--- config.mk ---
export PLATFORM = sky130hd
export DESIGN_NAME = if_pc_gen
export DESIGN_NICKNAME = d
export VERILOG_FILES = /design/src/rtl/if_pc_gen.sv
export SDC_FILE = /design/constraint.sdc
export NUM_CORES = 1
export LEC_CHECK = 0
export ABC_AREA = 1
export CAP_MARGIN = 20
export CORE_MARGIN = 2
export CORE_UTILIZATION = 36
export DETAILED_ROUTE_END_ITERATION = 16
export GPL_TIMING_DRIVEN = 0
export PLACE_DENSITY = 0.66
export SETUP_SLACK_MARGIN = 0.4
export SYNTH_ARGS = -nofsm -noshare
export SYNTH_HDL_FRONTEND = slang
export SYNTH_SLANG_ARGS = --single-unit
--- constraint.sdc ---
create_clock -name clk -period 3.6 [get_ports clk]
set_input_delay 0.72 -clock clk [delete_from_list [all_inputs] [get_ports clk]]
set_output_delay 0.72 -clock clk [all_outputs]
set_load 0.02 [all_outputs]
--- src/rtl/if_pc_gen.sv ---
// -----------------------------------------------------------------------------
// if_pc_gen : instruction-fetch PC generator and fetch controller.
//
// Owns the program counter and drives the instruction ROM address. It handles
// sequential fetch, branch/jump redirect, hazard stall, ROM wait-states, a
// post-reset boot delay and a debug halt. It also drives flush/stall into the
// IF/ID buffer.
//
// Ports:
//   clk, rst_n          clock; synchronous active-low reset
//   jump_en_i           redirect request from EX (branch taken / jal / jalr)
//   jump_addr_i         redirect target (low two bits are dropped)
//   stall_i             hazard-unit stall request
//   halt_i              debug halt request (level)
//   resume_i            debug resume pulse
//   rom_ready_i         ROM data for rom_addr_o is valid this cycle
//   rom_req_o           fetch request to ROM
//   rom_addr_o          fetch address (= pc_q)
//   inst_addr_o         address to IF/ID buffer (= pc_q)
//   pipeline_flush_o    flush to IF/ID buffer
//   pipeline_stall_o    stall to IF/ID buffer
//   addr_misalign_o     one-cycle pulse: last taken redirect target was misaligned
//   halted_o            controller is in debug halt
// -----------------------------------------------------------------------------
module if_pc_gen #(
  parameter int unsigned          ADDR_W      = 32,
  parameter logic [ADDR_W-1:0]    RST_ADDR    = '0,
  parameter int unsigned          BOOT_CYCLES = 2
) (
  input  logic              clk,
  input  logic              rst_n,
  input  logic              jump_en_i,
  input  logic [ADDR_W-1:0] jump_addr_i,
  input  logic              stall_i,
  input  logic              halt_i,
  input  logic              resume_i,
  input  logic              rom_ready_i,
  output logic              rom_req_o,
  output logic [ADDR_W-1:0] rom_addr_o,
  output logic [ADDR_W-1:0] inst_addr_o,
  output logic              pipeline_flush_o,
  output logic              pipeline_stall_o,
  output logic              addr_misalign_o,
  output logic              halted_o
);

  typedef enum logic [1:0] {
    ST_BOOT = 2'd0,
    ST_RUN  = 2'd1,
    ST_HALT = 2'd2
  } state_e;

  localparam logic [3:0]        BOOT_LAST = 4'(BOOT_CYCLES - 1);
  localparam logic [ADDR_W-1:0] PC_STEP   = ADDR_W'(4);

  state_e              state_q, state_d;
  logic [ADDR_W-1:0]   pc_q, pc_d;
  logic [3:0]          boot_cnt_q, boot_cnt_d;
  logic                misalign_q, misalign_d;

  logic                rom_req_s;
  logic                stall_s;
  logic                flush_s;
  logic [ADDR_W-1:0]   jump_tgt_s;
  logic                jump_misalign_s;

  assign jump_tgt_s      = {jump_addr_i[ADDR_W-1:2], 2'b00};
  assign jump_misalign_s = |jump_addr_i[1:0];

  // Next-state, next-PC and IF/ID control computation.
  always_comb begin
    state_d    = state_q;
    pc_d       = pc_q;
    boot_cnt_d = boot_cnt_q;
    misalign_d = 1'b0;
    rom_req_s  = 1'b0;
    stall_s    = 1'b1;
    flush_s    = 1'b1;

    case (state_q)
      ST_BOOT: begin
        // Redirect, stall and halt requests are ignored while booting.
        if (boot_cnt_q == BOOT_LAST) begin
          state_d    = ST_RUN;
          boot_cnt_d = 4'd0;
        end else begin
          boot_cnt_d = boot_cnt_q + 4'd1;
        end
      end

      ST_RUN: begin
        rom_req_s = 1'b1;
        // Stall is reported even alongside a redirect; IF/ID lets flush win.
        stall_s   = stall_i | ~rom_ready_i;
        flush_s   = jump_en_i;
        if (jump_en_i) begin
          pc_d       = jump_tgt_s;
          misalign_d = jump_misalign_s;
          if (halt_i) begin
            state_d = ST_HALT;
          end else begin
            state_d = ST_RUN;
          end
        end else if (halt_i) begin
          state_d = ST_HALT;
        end else if (stall_i || !rom_ready_i) begin
          pc_d = pc_q;
        end else begin
          // Natural wrap modulo 2^ADDR_W.
          pc_d = pc_q + PC_STEP;
        end
      end

      ST_HALT: begin
        flush_s = jump_en_i;
        // A redirect while halted still updates the PC; fetch resumes there.
        if (jump_en_i) begin
          pc_d       = jump_tgt_s;
          misalign_d = jump_misalign_s;
        end else begin
          pc_d = pc_q;
        end
        if (resume_i && !halt_i) begin
          state_d = ST_RUN;
        end else begin
          state_d = ST_HALT;
        end
      end

      default: begin
        state_d    = ST_BOOT;
        pc_d       = RST_ADDR;
        boot_cnt_d = 4'd0;
      end
    endcase
  end

  // State, PC, boot counter and misalign pulse registers.
  always_ff @(posedge clk) begin
    if (!rst_n) begin
      state_q    <= ST_BOOT;
      pc_q       <= RST_ADDR;
      boot_cnt_q <= 4'd0;
      misalign_q <= 1'b0;
    end else begin
      state_q    <= state_d;
      pc_q       <= pc_d;
      boot_cnt_q <= boot_cnt_d;
      misalign_q <= misalign_d;
    end
  end

  // While reset is held the fetch side is quiesced regardless of state.
  assign rom_req_o        = rst_n & rom_req_s;
  assign pipeline_stall_o = ~rst_n | stall_s;
  assign pipeline_flush_o = ~rst_n | flush_s;

  // Addresses come straight from the PC register, so rom_ready_i never
  // reaches them combinationally.
  assign rom_addr_o       = pc_q;
  assign inst_addr_o      = pc_q;
  assign addr_misalign_o  = misalign_q;
  assign halted_o         = (state_q == ST_HALT);

endmodule
==> results of run 1 <==
path summary, 6_finish.rpt:
kind / from / to / cells after the start
max: rst_n / rom_req_o / 4
max reg2reg: state_q[1] / inst_addr_o[22] / 9
min: boot_cnt_q[1] / boot_cnt_q[1] / 2
min reg2reg: boot_cnt_q[1] / boot_cnt_q[1] / 2
final cells by class:
type,count,area (sq um),share of cell area [%]
buffer,48,339.1,7.832
clock buffer,8,80.08,1.850
inverter,40,151.4,3.497
multi-input combinational,378,1856,42.86
sequential,37,740.7,17.11
tap,105,131.4,3.035
timing repair buffer,103,1031,23.82
cells in the mapped netlist:
cell      count
nand2_1     192
nor2_1       41
dfxtp_1      37
inv_1        37
buf_4        36
nand3_1      33
a21oi_1      27
nand2_2      13
a21oi_2      11
o21ai_0      11
nor2_2        8
o21ai_1       8
buf_2         7
ha_1          7
nor2_4        5
nand2_4       4
nor2_8        4
clkbuf_1      3
a22oi_1       2
buf_6         2
inv_2         2
or2_2         2
xor2_1        2
a22o_1        1
and2_1        1
clkinv_2      1
conb_1        1
nor3_1        1
o32ai_1       1
flip-flops by register name (all words and copies together), names as in the netlist:
signal / cells
inst_addr_o: 30
boot_cnt_q: 4
state_q: 2
addr_misalign_o: 1
layout by cell type (no fill, tap or decap), types with 6 or more instances in the layout:
cell             instances
nand2_1                192
clkdlybuf4s50_1        103
nor2_1                  41
inv_1                   37
dfxtp_1                 37
buf_4                   36
nand3_1                 33
a21oi_1                 27
nand2_2                 13
a21oi_2                 11
o21ai_0                 11
nor2_2                   8
o21ai_1                  8
buf_2                    7
ha_1                     7
clkbuf_1                 6
cell families after synthesis:
group	Yosys count	synth area share (%)
AO/OA/AOI/OAI	61	11.68
XOR/XNOR	2	0.5697
adder cells (fa/ha/maj)	7	2.848
buffers and inverters	88	15.95
flip-flops	37	24.08
other	1	0.1219
AND/OR/NAND/NOR	304	44.75
through the flow:
step,utilization (%),setup WS [ns],instances
4_1_cts,52.42,0.8427,719
5_1_grt,52.42,0.7666,719
3_3_place_gp,51.45,0.8453,711
3_5_place_dp,51.45,0.8536,711
6_report,52.42,0.8471,719
2_1_floorplan,-,1.787,503
critical path: cells and delay by family:
family / cells / cell delay [ns]
AND/OR/NAND/NOR: 1 / 0.08
buffers and inverters: 3 / 1.23
per-layer routing:
layer | global-route usage, % | part of all wire [%]
met1 | 25.12 | 44
met5 | 0 | 0
met2 | 32.35 | 46
met3 | 4.577 | 7.4
met4 | 6.808 | 1.9
report_power, final:
group / switching [uW] / internal, uW / leakage (uW)
Combinational: 437 / 257 / 0.00147
Clock: 158 / 138 / 0.0000395
Sequential: 33.0 / 437 / 0.000299
==> results.md, run 1 <==
- Status: finished, final reports clean
- Total wire length: 8769 um
- Clock Path Buffers: 2
- Critical Path End Type: output pin
- Slowest-stage cell, CP: clkdlybuf4s50_1
- ANT nets after route: 0
- Syn Inst Count: 500
- Largest net degree at the start of global routing: 11
- DRC: 0
- Fmax: 363.3 MHz
- Flop2flop setup slack: 1.75 ns
- GP Congestion: 0.8065
- Final hold viol count: 0
- Setup TNS: 0 ns
- P per Cell Area: 337.2 nW/um^2
- Initial antenna violation count: 0
- H-tree Lvls: 2
- # setup viols final: 0
- Hold Buf Count CTS: 0
- Crit start category: input port
- Tightest Pin Transition: 0.6175 ns
- Final hold slack: 0.5330 ns
- Cell variety after synth: 29
- Initial Util: 37.24%
- RSZ-0062 raised after global routing: false
- FP Rows: 33
- Routed length per instance: 12.20 um
- I/O pin cnt: 108
- CP dominant cell by count: clkdlybuf4s50_1
- Clk_lat worst skew: 0.30 ns
- Drt via density: 4.761
- Synth-to-Final Area Change: 40.76%
- Synthesized cell area: 3075 sq um
- Vias in the first global route: ~3,100
- Critical path class: input port to output pin
- Total Die Area: 9298 sq um
- Post-CTS setup buffers: 0
- Worst min path class: register to register
- Global-route wire length before repair: 14,390 um
- Crit path largest cell delay: about 0.6 ns
- Post-DP HPWL: 6676 um
- Leading area contributor after synthesis: dfxtp_1
- Tmin final: around 2.8 ns
- Placed Area: ~4200 sq um
- Yosys reg bits: 37
- ANT cells: 0
- Share of layout cells above drive strength 1: 16.29%
- Detailed-route via count: 3,423
- Max-cap violations: 0
- Worst relative slew slack: about three fifths
- Filler Cells Inserted: 873
- CP cell instances: clkdlybuf4s50_1 -> nand2_1 -> inv_1 -> clkdlybuf4s50_1
- Crit path required time: ~2.9 ns
- Share of the synthesized area in the top cell type: 24.08%
- Input/output buffers: 103
- DRT iter0 DRCs: about 120
- CTS buffer count: 5
- Worst vdd ir: 0.0001926 V
- Die width: 96.43 um
- First-pass DRT Iterations: 5
- Fin. max-slew vios: 0
- Top cells by area, synth: dfxtp_1 (24%), nand2_1 (23%), buf_4 (8.8%), nand3_1 (5.4%), nor2_1 (5.0%)
- Worst-path clk slew: 0.07 ns
- Seq/Total Area, Yosys: 24.08%
- Grt total ovfl: 0
- Post-route total power: roughly 1500 uW
- Clock sinks: 37
- CTS tree: built
- Fin area: 4329 sq um
- Root buf cell: clkbuf_8
- Fin crit share: 76.47%
- Synth warn: 0
- Post-cts resize count: 0
- Leakage power total: roughly 0.0018 uW
- Area of the core: 8258 sq um
- Skew final: 0.009486 ns
- # nets final: 659
- WP data arrival: 2.03 ns
- Critical path fanouts, max: 6
- GR Util All Layers: just under 20%
- Die H: 96.43 um
- Post-Syn Area per Cell: 6.151 sq um
Note: power is estimated with default switching activity, not from simulation.
==> run 2: changes to the inputs <==
clock period = 2.6 ns   (was 3.6 ns; I/O delays follow)
==> run 2 against run 1 <==
Effect of this change: core utilization is essentially flat; wire length fell by 0.15%; critical path depth shrank 2; power is 38% higher; hold slack about the same; count of clock-buffer cells in the layout unchanged; final cell count unchanged; first-iteration DRC count increased by 6.0%; setup slack got worse by 0.33 ns; non-clock buffer count stayed put; critical endpoint is now rom_addr_o[9].
==> results.md, run 2 (synthesized netlist as in run 1, its figures left out) <==
- Largest net degree at the start of global routing: 11 (unchanged)
- Input/output buffers: 103 (unchanged)
- Crit path required time: 2.08 ns (-0.80 ns)
- Setup TNS: 0 ns (unchanged)
- Clock Path Buffers: 2 (unchanged)
- GR Util All Layers: 19.62% (unchanged)
- Skew final: 0.009489 ns (+0.000003280 ns)
- Critical Path End Type: output pin
- Detailed-route via count: 3,411 (-0.35%)
- Share of layout cells above drive strength 1: 16.29% (unchanged)
- Max-cap violations: 0 (unchanged)
- WP data arrival: 1.56 ns (-0.47 ns)
- Worst min path class: register to register
- ANT cells: 0 (unchanged)
- Tightest Pin Transition: 0.5962 ns (-0.02131 ns)
- # nets final: 659 (unchanged)
- Setup WS pre-CTS: 0.2536 ns (-0.6000 ns)
- Fin. max-slew vios: 0 (unchanged)
- Crit start category: register
- Final hold viol count: 0 (unchanged)
- Most frequent cells in the layout: nand2_1 (192), clkdlybuf4s50_1 (98), nor2_1 (41)
- Worst-path clk slew: 0.08 ns (about the same)
- RSZ-0062 raised after global routing: false
- P per Cell Area: 464.9 nW/um^2 (+38%)
- Leakage power total: 0.001840 uW (+1.5%)
- GP Congestion: 0.8065 (unchanged)
- Post-DP HPWL: 6676 um (unchanged)
- Die H: 96.43 um (unchanged)
- Final WS setup: 0.5190 ns (-0.3281 ns)
- # setup viols final: 0 (unchanged)
- CTS buffer count: 5 (unchanged)
- First-pass DRT Iterations: 4 (-1)
- Critical path fanouts, max: 7 (+1)
- H-tree Lvls: 2 (unchanged)
- Flop2flop setup slack: 0.74 ns (-1.01 ns)
- Fin crit share: 80.04%
- Worst vdd ir: 0.0002636 V (+37%)
- Initial Util: 37.24% (unchanged)
- Critical path class: register to output pin
- Synth-to-Final Area Change: 40.81% (about the same)
- Final hold slack: 0.5330 ns (-0.00001500 ns)
- FP Rows: 33 (unchanged)
- DRT iter0 DRCs: 124 (+6.0%)
- Vias in the first global route: 3,124 (unchanged)
- Filler Cells Inserted: 871 (-0.23%)
- Final core utilization: 52.44% (about the same)
- Global-route wire length before repair: 14,390 um (unchanged)
- Fmax: between 400 and 500 MHz
- Die width: 96.43 um (unchanged)
- Total Die Area: 9298 sq um (unchanged)
- Most common cell after layout, fill and taps aside: nand2_1
- Tmin final: 2.081 ns
- Root buf cell: clkbuf_8
- Clock sinks: 37 (unchanged)
- Area of the core: 8258 sq um (unchanged)
- CTS tree: built
- Worst relative slew slack: 60.25% (+1.4 points)
- Routed length per instance: 12.18 um (-0.15%)
- Drt via density: 4.744 (-0.35%)
- Total wire length: 8756 um (-0.15%)
- Max reg flops: 30 (unchanged)
- Status: finished, final reports clean
- Grt total ovfl: 0 (unchanged)
- Initial antenna violation count: 0 (unchanged)
- DRC: 0 (unchanged)
- I/O pin cnt: 108 (unchanged)
- ANT nets after route: 0 (unchanged)
- Clk_lat worst skew: 0.30 ns (about the same)
-- run 2: changes by cell type in the layout (fill, tap and decap cells not counted), sizes merged --
cell	before	now
clkdlybuf4s50	103	98
dlygate4sd2	0	3
dlymetal6s2s	0	2
-- run 2: layout make-up --
cell class	count	area (sq um)	area share, %
sequential	37	740.7	17.10
multi-input combinational	378	1856	42.85
clock buffer	8	80.08	1.849
tap	105	131.4	3.034
timing repair buffer	103	1032	23.84
buffer	48	339.1	7.830
inverter	40	151.4	3.496
-- run 2: critical path, cell delays in order, from the launching register on --
cell and delay (ns):
dfxtp_1 0.50, buf_4 0.16, clkdlybuf4s50_1 0.59
-- run 2: worst paths after layout --
kind | end | startpoint | depth (start not counted)
max reg2reg | inst_addr_o[22] | state_q[1] | 9
max | rom_addr_o[9] | inst_addr_o[9] | 2
min reg2reg | boot_cnt_q[1] | boot_cnt_q[1] | 2
min | boot_cnt_q[1] | boot_cnt_q[1] | 2
-- run 2: timing repair --
action                                  in CTS  in global routing
buffers inserted                             0                  0
endpoints found under the setup margin       3                  2
hold buffers                                 0                  0
gates resized for setup                      3                  2
gates cloned                                 0                  0
-- run 2: power breakdown --
part           total [uW]  switching (uW)  internal [uW]  leakage [uW]
clock network         408             217            191     0.0000395
logic                 955             606            349       0.00150
registers             650            45.7            605      0.000299
-- run 2: layer usage --
| layer | up-vias | routed length [um] | GRT usage (%) |
|---|---|---|---|
| li1 | 1747 | - | - |
| met1 | 1530 | 3861 | 25.12 |
| met2 | 118 | 4078 | 32.35 |
| met3 | 16 | 655 | 4.577 |
| met4 | 0 | 160 | 6.808 |
| met5 | - | 0 | 0 |
-- run 2: metrics by stage --
| stage | area (sq um) | cells | power (uW) |
|---|---|---|---|
| after detailed placement | 4249 | 711 | 1615 |
| final | 4330 | 719 | 2013 |
| after global routing | 4330 | 719 | 2172 |
| after floorplan | 3087 | 503 | 1292 |
| after global placement | 4249 | 711 | 1592 |
| after CTS | 4325 | 719 | 2027 |
